$ cat src/rtl/fifo_pop_streamer.sv
// Pops a non-showahead FIFO read port and re-presents the words as a valid/ready stream,
// with flush sequencing and a sticky protocol-error flag. Optional counters: FIFO_POP_STREAMER_STATS_EN.
module fifo_pop_streamer #(
  parameter int unsigned DATA_WIDTH = 32,
  parameter int unsigned BUF_DEPTH  = 4
) (
  input  logic                  clk,
  input  logic                  reset_n,
  input  logic                  flush,
  output logic                  pop_enable,
  input  logic                  pop_empty,
  input  logic                  pop_valid,
  input  logic [DATA_WIDTH-1:0] pop_data,
  output logic                  out_valid,
  input  logic                  out_ready,
  output logic [DATA_WIDTH-1:0] out_data,
  output logic                  flush_done,
  output logic                  error,
  output logic [31:0]           stat_words,
  output logic [31:0]           stat_stall
);

  localparam int unsigned PTR_W = (BUF_DEPTH > 1) ? $clog2(BUF_DEPTH) : 1;
  localparam int unsigned CNT_W = PTR_W + 1;
  localparam logic [CNT_W-1:0] DEPTH_CNT = CNT_W'(BUF_DEPTH);

  typedef enum logic [1:0] {
    ST_RUN   = 2'd0,
    ST_DRAIN = 2'd1,
    ST_DONE  = 2'd2
  } state_t;

  state_t                state_q, state_d;
  logic [DATA_WIDTH-1:0] buf_q [BUF_DEPTH];
  logic [PTR_W-1:0]      wr_ptr_q, rd_ptr_q;
  logic [CNT_W-1:0]      count_q;
  logic [CNT_W-1:0]      credit_c;
  logic                  outstanding_q;
  logic                  pop_en_q;
  logic                  armed_q;
  logic                  error_q;
  logic                  wr_en;
  logic                  rd_en;
  logic                  buf_clear;

  // Buffered words plus the one possibly in flight must fit in the buffer.
  assign credit_c = count_q + CNT_W'(outstanding_q);

  // Next-state and the combinational stream/pop controls derived from registered state.
  always_comb begin
    state_d    = state_q;
    pop_enable = 1'b0;
    out_valid  = 1'b0;
    flush_done = 1'b0;
    buf_clear  = 1'b0;
    case (state_q)
      ST_RUN: begin
        pop_enable = armed_q & ~pop_empty & (credit_c < DEPTH_CNT);
        out_valid  = (count_q != '0);
        if (flush) begin
          state_d = ST_DRAIN;
        end
      end
      ST_DRAIN: begin
        if (!outstanding_q) begin
          buf_clear = 1'b1;
          state_d   = ST_DONE;
        end
      end
      ST_DONE: begin
        flush_done = 1'b1;
        state_d    = ST_RUN;
      end
      default: begin
        state_d = ST_RUN;
      end
    endcase
  end

  assign rd_en    = out_valid & out_ready;
  assign wr_en    = (state_q == ST_RUN) & pop_valid & (count_q != DEPTH_CNT);
  assign out_data = buf_q[rd_ptr_q];
  assign error    = error_q;

  always_ff @(posedge clk or negedge reset_n) begin
    if (!reset_n) begin
      state_q <= ST_RUN;
    end else begin
      state_q <= state_d;
    end
  end

  // Storage is reset so out_data reads zero straight out of reset.
  always_ff @(posedge clk or negedge reset_n) begin
    if (!reset_n) begin
      for (int unsigned i = 0; i < BUF_DEPTH; i++) begin
        buf_q[i] <= '0;
      end
    end else if (wr_en) begin
      buf_q[wr_ptr_q] <= pop_data;
    end
  end

  always_ff @(posedge clk or negedge reset_n) begin
    if (!reset_n) begin
      wr_ptr_q <= '0;
      rd_ptr_q <= '0;
      count_q  <= '0;
    end else if (buf_clear) begin
      wr_ptr_q <= '0;
      rd_ptr_q <= '0;
      count_q  <= '0;
    end else begin
      if (wr_en) begin
        wr_ptr_q <= wr_ptr_q + PTR_W'(1);
      end
      if (rd_en) begin
        rd_ptr_q <= rd_ptr_q + PTR_W'(1);
      end
      case ({wr_en, rd_en})
        2'b10:   count_q <= count_q + CNT_W'(1);
        2'b01:   count_q <= count_q - CNT_W'(1);
        default: count_q <= count_q;
      endcase
    end
  end

  // Pops are held off until the first edge after reset so pop_enable stays low during reset.
  always_ff @(posedge clk or negedge reset_n) begin
    if (!reset_n) begin
      armed_q       <= 1'b0;
      pop_en_q      <= 1'b0;
      outstanding_q <= 1'b0;
      error_q       <= 1'b0;
    end else begin
      armed_q  <= 1'b1;
      pop_en_q <= pop_enable;
      if (pop_enable) begin
        outstanding_q <= 1'b1;
      end else if (pop_valid) begin
        outstanding_q <= 1'b0;
      end
      if (pop_valid & ~outstanding_q & ~pop_en_q) begin
        error_q <= 1'b1;
      end
    end
  end

`ifdef FIFO_POP_STREAMER_STATS_EN
  logic [31:0] words_q;
  logic [31:0] stall_q;

  always_ff @(posedge clk or negedge reset_n) begin
    if (!reset_n) begin
      words_q <= '0;
      stall_q <= '0;
    end else begin
      if (rd_en) begin
        words_q <= words_q + 32'd1;
      end
      if (out_valid & ~out_ready) begin
        stall_q <= stall_q + 32'd1;
      end
    end
  end

  assign stat_words = words_q;
  assign stat_stall = stall_q;
`else
  assign stat_words = '0;
  assign stat_stall = '0;
`endif

endmodule

$ cat config.mk
export PLATFORM = sky130hd
export DESIGN_NAME = fifo_pop_streamer
export DESIGN_NICKNAME = d
export VERILOG_FILES = /design/src/rtl/fifo_pop_streamer.sv
export SDC_FILE = /design/constraint.sdc
export NUM_CORES = 1
export LEC_CHECK = 0
export ABC_CLOCK_PERIOD_IN_PS = 6000
export CAP_MARGIN = 10
export CELL_PAD_IN_SITES_DETAIL_PLACEMENT = 0
export CELL_PAD_IN_SITES_GLOBAL_PLACEMENT = 2
export CORE_MARGIN = 3
export CORE_UTILIZATION = 39
export DETAILED_ROUTE_END_ITERATION = 10
export PLACE_DENSITY_LB_ADDON = 0.1
export RECOVER_POWER = 25
export SYNTH_ARGS = -nofsm -noshare
export SYNTH_HDL_FRONTEND = slang
export SYNTH_SLANG_ARGS = --single-unit
$ cat constraint.sdc
create_clock -name clk -period 6 [get_ports clk]
set_clock_uncertainty 0.1 [all_clocks]
set_input_delay 0.6 -clock clk [delete_from_list [all_inputs] [get_ports clk]]
set_output_delay 0.6 -clock clk [all_outputs]
set_load 0.05 [all_outputs]
==> metrics.md, run 1 <==
| Metric | Value |
|---|---|
| Status | completed |
| Max IR drop VDD | between 0.2 and 0.3 mV |
| Crit path required time | 5.30 ns |
| Synth Cell Area | between 6000 and 7000 um2 |
| Total number of vias | approximately 3500 |
| Syn Inst Count | about 440 |
| HPWL after DPL | around 8 mm |
| DP Area | ~7400 um2 |
| Via/cell ratio | roughly 4.7 |
| CTS Hold Bufs | 0 |
| Crit share post-route | 60.8% |
| CTS max path bufs | 2 |
| Minimum clock period | roughly 3.7 ns |
| Top delay family on crit path | buffers and inverters |
| Vias in the first global route | about 3900 |
| Fill cells | about 1500 |
| Syn_area_per_cell | approximately 15 um2 |
| Most frequent cell after synthesis | dfrtp_1 |
| Die ar. | 18900 um2 |
| Cell variety after synth | 34 |
| Worst Setup End Kind | primary output |
| IO Count | roughly 140 |
| Final Hold Vio Count | 0 |
| Initial drt markers | 115 |
| Root buf cell | clkbuf_16 |
| Crit Path Max Fanout | 18 |
| Worst-Margin Slew | 0.991 ns |
| Die Wd | between 100 and 150 um |
| Antenna Cells | 0 |
| Reg-to-reg endpoint | buf_q[6]$_DFFE_PN0P_ |
| Cell row count | 47 |
| Initial antenna violation count | 0 |
| Initial core utilization | about 40% |
| DR DRC count | 0 |
| Min-Delay Path Class | in -> async |
| Final WL | approximately 13 mm |
| Endpoints failing setup | 0 |
| Max Slew Vio Count | 0 |
| R2r setup slk | ~3.6 ns |
| Commonest cells in the synthesized netlist | dfrtp_1 (141), mux2_2 (120), buf_4 (76) |
| Total clock sinks | roughly 140 |
| Final net count | 558 |
| Yosys reg bits | between 100 and 150 |
| CP max stage delay | around 0.8 ns |
| DRT Pass-1 Iters | 4 |
| Pleak | 3.51 nW |
| Top post-synthesis cells by area | dfrtp_1 (52%), mux2_2 (20%), mux4_2 (11%) |
| Core footprint | 16700 um2 |
| Number of synthesized flops with an enable pin | 0 |
| Crit path DAT | between 2 and 3 ns |
| PortBufs | 73 |
| CTS tree | done |
| CP Cell Sequence | buf_4 -> mux4_2 -> clkdlybuf4s50_1 |
| RSZ-0062 raised after global routing | no |
| Max Fclk | 274 MHz |
| Area Growth Syn to Fin | 17.9% |
| First-pass GRT wire length | 20.9 mm |
| Setup CP Type | reg -> out |
| Synth area leader | dfrtp_1 |
| Crit start category | register |
| Chip height | ~140 um |
| R2r startpoint | count_q[1]$_DFFE_PN0P_ |
| Primary FF master, synth | dfrtp_1 |
| Setup TNS | 0 ns |
| Max H-tree Level | 4 |
| Worst-Skew Late Latency | 0.41 ns |
| Post-route cell area | ~7900 um2 |
| Largest net degree at the start of global routing | 77 |
| Pwr dens | between 600 and 700 nW/um2 |
| Cts bufs inserted | 17 |
| Post-route ant nets | 0 |
| Reg2reg path depth | 3 |
| GRT Util Overall | ~15% |
| Crit-path slowest cell | dfrtp_2 |
| Synthesis warning total | 0 |
| Sequential area share after synthesis | a little over half |
| Post-synth top area share | a little over half |
| Gpl congestion | between 0.7 and 0.8 |
| Asr flop ratio synth | 100% |
| Gates resized, CTS repair | 0 |
| Slew headroom | between 30% and 40% |
| Post-CTS Setup Bufs | 0 |
| Post-DR wirelength/cell | about 17 um |
| Critical path buffer and inverter count | 2 |
| Maxcap violations | 0 |
| Layout cells sized above 1 | a little over a third |
| Clk slew on worst S/H paths | approximately 0.05 ns |
| Gr ovfl total | 0 |
cell type report:
class	instances	area [um2]	area share, %
clock buffers	26	499	6.30
well taps	220	275	3.47
flip-flops and latches	141	3530	44.6
multi-input cells	272	2780	35.1
clock inverters	6	58.8	0.742
repair buffers	75	747	9.43
inverters	8	30.0	0.379
power by group:
| part | switching (W) | leakage, nW | internal (W) |
|---|---|---|---|
| sequential | 0.000283 | 1.74 | 0.00137 |
| combinational | 0.00125 | 1.49 | 0.00105 |
| clock | 0.000369 | 0.278 | 0.000612 |
flip-flops by register name (all words and copies together), names as in the netlist:
signal / count
rd_ptr_q: 2
outstanding_q: 1
wr_ptr_q: 2
error: 1
pop_en_q: 1
state_q: 2
count_q: 3
armed_q: 1
buf_q: 128
stage by stage:
step	worst slack [ns]	power, W	hold slack, ns	util [%]	instances
6_report	2.35	0.00493	0.0976	47.5	748
5_1_grt	2.13	0.00522	0.145	47.5	748
4_1_cts	2.25	0.00501	0.134	47.5	748
3_5_place_dp	2.70	0.00400	0.317	44.1	716
3_3_place_gp	2.70	0.00397	0.305	44.1	716
2_1_floorplan	3.82	0.00339	0.204	-	507
worst max-delay path by stage:
| stage | depth (start not counted) | to | from | slack (ns) |
|---|---|---|---|---|
| after CTS | 3 | out_data[19] | rd_ptr_q[0]$_DFFE_PN0P_ | 2.25 |
| after floorplan | 3 | out_data[0] | rd_ptr_q[0]$_DFFE_PN0P_ | 3.82 |
| after global routing | 3 | out_data[19] | rd_ptr_q[0]$_DFFE_PN0P_ | 2.13 |
| after detailed placement | 3 | out_data[15] | rd_ptr_q[0]$_DFFE_PN0P_ | 2.70 |
| after global placement | 3 | out_data[20] | rd_ptr_q[0]$_DFFE_PN0P_ | 2.70 |
| final | 3 | out_data[19] | rd_ptr_q[0]$_DFFE_PN0P_ | 2.35 |
logic make-up after synthesis:
group	after synthesis	share of synthesized area, %
flops	141	52.5
fa+ha+maj	5	1.04
buf+inv	94	9.79
simple gates	24	1.88
other cells	2	0.112
mux	163	32.6
compound gates	10	1.34
xor+xnor	5	0.763
cell usage in the layout (no fill, tap or decap), types with 5 or more instances in the layout:
master	instances
dfrtp_1	139
nor2_1	5
clkdlybuf4s50_1	70
clkbuf_16	17
mux2_1	8
mux2_2	120
conb_1	65
nand2_1	6
inv_1	8
clkbuf_1	5
mux4_2	32
per-layer routing:
layer  global-route usage, %  wire, um  vias up
met3                    4.31       572        5
met1                    18.8      5790     1839
met2                    24.3      6490       76
li1                        -         -     1605
met5                       0         0        -
met4                    3.99        87        0
(Power assumes the default switching activity.)
==> run 2, diff against run 1 <==
ABC_CLOCK_PERIOD_IN_PS = 3760   (was 6000)
CORE_UTILIZATION = 36   (was 39)
clock period = 3.76 ns   (was 6 ns; I/O delays follow)
==> run 2 against run 1 <==
  * Routed wire length increased by 6.3%
  * Largest cell class unchanged
  * Worst setup slack lost 1.7 ns
  * Cell count grew 2.1%
  * The flow now finishes with violations (capacitance limit, slew limit)
  * Sequential share of layout area is 0.88 points lower
==> metrics.md, run 2 (same netlist as run 1, synthesis figures left out) <==
| Metric | Value |
|---|---|
| Pleak | approximately 3.6 nW |
| Largest regs | buf_q: 128 flops, count_q: 3 flops |
| Gates resized, CTS repair | 0 |
| Initial antenna violation count | 0 |
| Crit Path Max Fanout | 23 |
| IO Count | 138 |
| RSZ-0062 raised after global routing | no |
| Failing checks | capacitance limit, slew limit |
| Total number of vias | about 3700 |
| Commonest non-fill, non-tap cells in the layout | dfrtp_1 (139), mux2_2 (120), clkdlybuf4s50_1 (71) |
| Layout cells sized above 1 | roughly two fifths |
| Crit-path slowest cell | clkdlybuf4s50_1 |
| Core footprint | around 18000 um2 |
| Post-route cell area | between 8000 and 9000 um2 |
| Crit start category | register |
| Worst Setup End Kind | primary output |
| Fill cells | between 1500 and 2000 |
| Crit path DAT | ~2.7 ns |
| Total clock sinks | 141 |
| Setup TNS | 0 ns |
| PortBufs | 73 |
| Slew headroom | -56.2% |
| CP Cell Sequence | buf_12 -> mux4_2 -> clkdlybuf4s50_1 |
| Biggest register | buf_q |
| Antenna Cells | 0 |
| Die ar. | 20400 um2 |
| Gr ovfl total | 0 |
| Status | finished with violations |
| Crit share post-route | a little over four fifths |
| CP max stage delay | approximately 0.72 ns |
| CTS tree | done |
| GRT Util Overall | 14.3% |
| DR DRC count | 0 |
| Critical path buffer and inverter count | 2 |
| Final WL | roughly 14 mm |
| Initial core utilization | a little under two fifths |
| Worst-Margin Slew | roughly 2.3 ns |
| Crit path required time | between 3 and 4 ns |
| Area Growth Syn to Fin | 20.2% |
| Pwr dens | roughly 1000 nW/um2 |
| Final net count | 565 |
| Cts bufs inserted | 17 |
| Top delay family on crit path | buffers and inverters |
| Post-route ant nets | 0 |
| DP Area | between 7000 and 8000 um2 |
| Setup CP Type | reg -> out |
| Initial drt markers | between 90 and 100 |
| Crit. Startpoint | rd_ptr_q[0]$_DFFE_PN0P_ |
| First-pass GRT wire length | between 20 and 25 mm |
| Max Fclk | 319 MHz |
| Pwr Total | 0.00818 W |
| Max Slew Vio Count | 94 |
| Post-DR wirelength/cell | between 15 and 20 um |
| Final cell utilization of the core | ~45% |
| DRT Pass-1 Iters | 4 |
| Vias in the first global route | between 3000 and 4000 |
| Die Wd | about 140 um |
| R2r startpoint | count_q[0]$_DFFE_PN0P_ |
| CTS Hold Bufs | 1 |
| Cell row count | 49 |
| Minimum clock period | ~3.1 ns |
| Chip height | roughly 140 um |
| Final Hold Vio Count | 0 |
| Number of flip-flops in the largest register | 128 |
| Post-CTS Setup Bufs | 0 |
| HPWL after DPL | 8.89 mm |
| Root buf cell | clkbuf_16 |
| Via/cell ratio | about 4.8 |
| Max H-tree Level | 4 |
| Min-Delay Path Class | reg -> reg |
| Largest net degree at the start of global routing | 94 |
| Clk slew on worst S/H paths | ~0.06 ns |
| Worst-Skew Late Latency | 0.41 ns |
| Worst Hold Launch | pop_en_q$_DFF_PN0_ |
| Endpoints failing setup | 0 |
| Maxcap violations | 1 |
| CTS max path bufs | 2 |
| Gpl congestion | approximately 0.69 |
| Max IR drop VDD | 0.356 mV |
| Commonest non-fill, non-tap cell in the layout | dfrtp_1 |
-- run 2: cell count changes in the layout (fill, tap and decap cells not counted), sizes merged --
cell and change:
clkbuf -8, bufinv +4, clkinvlp +5, inv +1, clkdlybuf4s50 +1, clkinv -1, buf +5
-- run 2: worst reg2reg max path: stages, from the launching register on --
cell and delay, ns:
dfrtp_1 0.48, o311a_2 0.52, nand2_2 0.49, buf_4 0.37, mux2_2 0.38
-- run 2: area by class of cell --
class	count	area, um2	area share (%)
multi-input combinational	272	2780	34.4
tap	229	287	3.54
clock buffer	17	425	5.26
timing repair buffer	82	808	10.0
inverter	8	30.0	0.371
sequential	141	3530	43.7
clock inverter	15	220	2.72
-- run 2: per-stage QoR --
step                worst slack, ns  instances  hold slack, ns
detailed placement             1.00        731           0.309
finish                        0.624        764           0.312
CTS                           0.545        764           0.318
global placement               1.02        731           0.303
floorplan                      1.64        507         -0.0196
global route                  0.344        764           0.319
-- run 2: final timing paths --
check / end / slack [ns] / cells past startpoint
hold reg to reg: error$_DFFE_PN0P_ / 0.31 / 1
hold / removal: error$_DFFE_PN0P_ / 0.31 / 1
min in group asynchronous: buf_q[125]$_DFFE_PN0P_ / 1.12 / 2
max in group asynchronous: rd_ptr_q[0]$_DFFE_PN0P_ / 0.92 / 2
setup / recovery: out_data[31] / 0.62 / 3
setup reg to reg: buf_q[43]$_DFFE_PN0P_ / 1.30 / 4
-- run 2: per-layer routing --
layer / track usage [%] / vias to the layer above / share of wire [%]
met4: 4.35 / 0 / 1.1
met5: 0 / - / 0
met3: 3.78 / 13 / 3.9
li1: - / 1630 / -
met2: 23.6 / 80 / 50
met1: 18.4 / 1935 / 45
-- run 2: power breakdown --
part / internal (W) / total, W / switching, W
clock: 0.00117 / 0.00183 / 0.000654
combinational: 0.00169 / 0.00375 / 0.00206
sequential: 0.00219 / 0.00261 / 0.000411
total: 0.00506 / 0.00818 / 0.00312
